File: config.mk
export PLATFORM = sky130hd
export DESIGN_NAME = ipml_fifo_stream_reader
export DESIGN_NICKNAME = d
export VERILOG_FILES = /design/src/rtl/ipml_fifo_stream_reader.sv
export SDC_FILE = /design/constraint.sdc
export NUM_CORES = 1
export LEC_CHECK = 0
export ABC_AREA = 0
export CORE_ASPECT_RATIO = 1.75
export CORE_UTILIZATION = 30
export CTS_CLUSTER_DIAMETER = 200
export CTS_CLUSTER_SIZE = 10
export DETAILED_ROUTE_END_ITERATION = 10
export GPL_TIMING_DRIVEN = 0
export PLACE_DENSITY = 0.58
export SETUP_SLACK_MARGIN = 0.1
export SLEW_MARGIN = 20
export SYNTH_ARGS = -nofsm -noshare
export SYNTH_HDL_FRONTEND = slang
export SYNTH_SLANG_ARGS = --single-unit
File: constraint.sdc
create_clock -name rd_clk -period 4.15 [get_ports rd_clk]
set_input_delay 0.83 -clock rd_clk [delete_from_list [all_inputs] [get_ports rd_clk]]
set_output_delay 0.83 -clock rd_clk [all_outputs]
set_load 0.005 [all_outputs]
File: src/rtl/ipml_fifo_stream_reader.sv
// Read-side drain engine for the generated ipml_fifo_* FIFOs. It absorbs the RAM read
// latency with a credit-controlled skid buffer and presents the words as a valid/ready stream.
module ipml_fifo_stream_reader #(
   parameter int c_DATA_WIDTH = 16,
   parameter int c_RD_LATENCY = 1
) (
   input  logic                    rd_clk,
   input  logic                    rd_rst,
   output logic                    fifo_rd_en,
   input  logic [c_DATA_WIDTH-1:0] fifo_rd_data,
   input  logic                    fifo_rd_empty,
   output logic                    m_valid,
   output logic [c_DATA_WIDTH-1:0] m_data,
   input  logic                    m_ready,
   output logic [2:0]              buf_level,
   output logic [31:0]             word_cnt,
   output logic                    ovf_err
);

   // Two spare entries beyond the read latency keep full throughput with a registered issue path.
   localparam int c_BUF_DEPTH = c_RD_LATENCY + 2;
   localparam int c_PTR_W     = $clog2(c_BUF_DEPTH);

   localparam logic [2:0]         c_DEPTH_3 = 3'(c_BUF_DEPTH);
   localparam logic [c_PTR_W-1:0] c_PTR_MAX = c_PTR_W'(c_BUF_DEPTH - 1);

   logic [c_DATA_WIDTH-1:0] buf_mem [c_BUF_DEPTH];
   logic [c_PTR_W-1:0]      wr_ptr;
   logic [c_PTR_W-1:0]      rd_ptr;
   logic [2:0]              level;
   logic [2:0]              credit;
   logic [c_RD_LATENCY-1:0] in_flight;

   logic issue;
   logic capture;
   logic pop;
   logic cap_ok;
   logic overflow;

   function automatic logic [c_PTR_W-1:0] ptr_inc(input logic [c_PTR_W-1:0] p);
      return (p == c_PTR_MAX) ? '0 : p + c_PTR_W'(1);
   endfunction

   // Credit covers in-flight reads plus buffered words, so m_ready never reaches the FIFO.
   assign issue      = !fifo_rd_empty && (credit < c_DEPTH_3) && !rd_rst;
   assign fifo_rd_en = issue;

   assign capture  = in_flight[c_RD_LATENCY-1];
   assign pop      = m_valid && m_ready;
   assign overflow = capture && (level == c_DEPTH_3) && !pop;
   assign cap_ok   = capture && !overflow;

   assign m_valid   = (level != 3'd0);
   assign m_data    = buf_mem[rd_ptr];
   assign buf_level = level;

   // The tail of this shift register marks the cycle the FIFO data is valid on fifo_rd_data.
   always_ff @(posedge rd_clk) begin
      if (rd_rst) begin
         in_flight <= '0;
      end else begin
         in_flight[0] <= issue;
         for (int i = 1; i < c_RD_LATENCY; i++) begin
            in_flight[i] <= in_flight[i-1];
         end
      end
   end

   always_ff @(posedge rd_clk) begin
      if (rd_rst) begin
         credit <= '0;
      end else if (issue && !pop) begin
         credit <= credit + 3'd1;
      end else if (!issue && pop) begin
         credit <= credit - 3'd1;
      end
   end

   // Storage is cleared on reset so no stale word can surface on m_data afterwards.
   always_ff @(posedge rd_clk) begin
      if (rd_rst) begin
         for (int i = 0; i < c_BUF_DEPTH; i++) begin
            buf_mem[i] <= '0;
         end
         wr_ptr <= '0;
      end else if (cap_ok) begin
         buf_mem[wr_ptr] <= fifo_rd_data;
         wr_ptr          <= ptr_inc(wr_ptr);
      end
   end

   always_ff @(posedge rd_clk) begin
      if (rd_rst) begin
         rd_ptr <= '0;
      end else if (pop) begin
         rd_ptr <= ptr_inc(rd_ptr);
      end
   end

   always_ff @(posedge rd_clk) begin
      if (rd_rst) begin
         level <= '0;
      end else if (cap_ok && !pop) begin
         level <= level + 3'd1;
      end else if (!cap_ok && pop) begin
         level <= level - 3'd1;
      end
   end

   always_ff @(posedge rd_clk) begin
      if (rd_rst) begin
         word_cnt <= '0;
         ovf_err  <= 1'b0;
      end else begin
         if (pop) begin
            word_cnt <= word_cnt + 32'd1;
         end
         if (overflow) begin
            ovf_err <= 1'b1;
         end
      end
   end

endmodule

==> flow_summary.toml <==
[placement]
gp_congestion = 0.746
portBuffers = 73
dpl.cell_count = 639
dp_hpwl_um = 8220
postPlaceCellArea_sq_um = 5790

[power_and_ir_drop]
p_per_area_nw_per_um2 = 450
vdd_ir_drop_max_mv = 0.273
p_total_w = 0.00275
p_leak_nw = 2.03

[yosys]
ys_warn_count = 0
ys_seq_area_share_pct = 59.4
synth_nets = 403
yosys_most_used_dff = "edfxtp_1"
synth_edf_count = 64
syn_avg_cell_area_sq_um = 12.7
yosys-mux-area-fraction_pct = 8.16
synth_compound_area_share_pct = 7.19
yosys.area.top_type_share_pct = 40.2
synthCells = 378
synth_top_family_by_area = "simple AND/OR/NAND/NOR gates"
syn_area_sq_um = 4780
async_flop_share_pct = 0
yosys.area.top_type = "edfxtp_1"
post-synth-top-count-cell = "edfxtp_1"
synth_common_cells = "64 x edfxtp_1, 48 x and2_1, 46 x dfxtp_1"
synthSimpleGateAreaFrac_pct = 18.5
synthAdderAreaFrac_pct = 1.62
synth-xor-area-share_pct = 2.38
yosys-top-cells-area = "edfxtp_1 40%, dfxtp_1 19%, mux4_2 7.5%"
yosysUniqueCellTypes = 42
ys_ff_latch = 110

[worst_setup_path]
endpoint_kind = "primary output"
cp_slowest_cell = "a2111oi_0"
critPathMaxStageDelay_ns = 0.73
crit_path_start_kind = "input pin"
crit_chain = "clkdlybuf4s50_1 > a2111oi_0 > clkdlybuf4s50_1"
critPathMostFrequentCell = "clkdlybuf4s50_1"
setup.worst_path.class = "input pin to primary output"
critical_path_arrival_ns = 2.79
path_max_fanout = 7
crit_required_ns = 3.32

[clock_tree]
insertion_delay_ns = 0.34
hold_buffers = 0
cts_root_buffer = "clkbuf_16"
clockBufferDepth = 2
cts_made_buffers = 9
cts_setup_buffers = 0
post_cts_resized = 0
cts_tree = "yes"
htree_levels = 3
clkTransAtPathRegs_ns = 0.07
cts.sinks = 110

[routing]
drtAntennaViolNets = 0
wl_met2_um = 6480
vias_per_cell = 5.08
drt_drc_violations_left = 0
drt-initial-drc-count = 65
wire_per_inst_um = 17.4
firstDrtPassIters = 4
wl_met1_um = 4330
wl_met3_um = 461
top_layer_used = "met4"
via_count = 3326
routed_wl_um = 11400

[floorplan]
core.rowCount = 60
dieHeight_um = 169
dieArea_sq_um = 16500
core_area_sq_um = 15500
initial_core_util_pct = 30.9
chipWidth_um = 97.5
io_pins = 74

[job]
drv_cap = 0

[timing]
fmaxAchievable_mhz = 276
finalClockSkew_ns = 0.00638
worst_slew_pin_slew_ns = 0.763
hold_ws_ns = 0.466
max_slew_margin_pct = 48.7
drv_slew = 0
setup_viol = 0
rsz0062_at_grt = "false"
fin_crit_sh_pct = 87.3
hold_violations = 0
min_period_ns = 3.62

[global_route]
track_usage_pct = 14.2
antenna_found_initial = 0
grt_pass1_vias = 3553
grt_pass1_wl_um = 18300
grt_max_degree = 19
grt-ovfl-total = 0

[final_layout]
nNetsFinal = 489
fillers = 1502
final_cells = 655
drive_gt1_share_pct = 10.9
final_area_sq_um = 6110
n_antenna_cell = 0
area_growth_pct = 27.8

[status]
status = "complete, no violations"

[worst_hold_path]
hold_class = "flop to flop"
[power breakdown]
part	internal, W	leakage (nW)	switching [W]
clock network	0.000533	0.154	0.000397
registers	0.00123	1.01	0.0000578
logic	0.000311	0.861	0.000229
total	0.00207	2.03	0.000684
[worst max-delay path: cells and delay by family]
family | cells | cell delay, ns
AO/OA/AOI/OAI | 1 | 0.73
buffers and inverters | 2 | 1.22
[path summary, 6_finish.rpt]
path                     start       endpoint  slack [ns]  depth (start not counted)
setup / recovery        rd_rst     fifo_rd_en        0.53                          3
hold / removal       credit[2]        capture        0.47                          1
setup reg to reg  buf_level[2]  buf_mem[2][9]        1.59                          4
hold reg to reg      credit[2]        capture        0.47                          1
[layer usage]
metal,track usage [%],up-vias
met4,5.56,0
met3,2.27,10
met1,14.5,1630
met2,28.2,90
met5,0,-
li1,-,1596
[area by class of cell]
cell class / instances / area [sq um] / share of cell area [%]
clock inverters: 7 / 95.1 / 1.56
repair buffers: 75 / 753 / 12.3
multi-input cells: 238 / 1830 / 30.0
flip-flops and latches: 110 / 2840 / 46.5
inverters: 10 / 37.5 / 0.614
well taps: 186 / 233 / 3.81
plain buffers: 20 / 91.3 / 1.49
clock buffers: 9 / 225 / 3.69
[cells by family (layout without fill, tap and decap cells)]
| family | Yosys count | after routing |
|---|---|---|
| buffers and inverters | 30 | 121 |
| flip-flops | 110 | 110 |
| AO/OA/AOI/OAI | 57 | 57 |
| AND/OR/NAND/NOR | 144 | 144 |
| adder cells (fa/ha/maj) | 5 | 5 |
| XOR/XNOR | 13 | 13 |
| multiplexers | 19 | 19 |
[metrics by stage]
stage	setup TNS, ns	util [%]	setup slack [ns]
after floorplan	0	-	0.883
after global placement	-18.02	37.2	-1.13
after detailed placement	0	37.4	0.415
after CTS	0	39.5	0.415
after global routing	0	39.5	0.352
final	0	39.5	0.528
[state kept, by name, summed over array words and instances, names as in the netlist, named ones only]
signal,count
buf_level,3
buf_mem,64
capture,1
credit,3
ovf_err,1
rd_ptr,2
word_cnt,32
wr_ptr,2
[cells in the final DEF (no fill, tap or decap), drive strengths merged, types with 14 or more instances in the layout]
master	instances
o31ai	15
nor2	17
and2	48
or4	16
clkbuf	22
clkdlybuf4s50	73
a21oi	28
dfxtp	46
edfxtp	64
nand2	14
mux4	16
No activity file was read; power rests on OpenSTA's default activity.
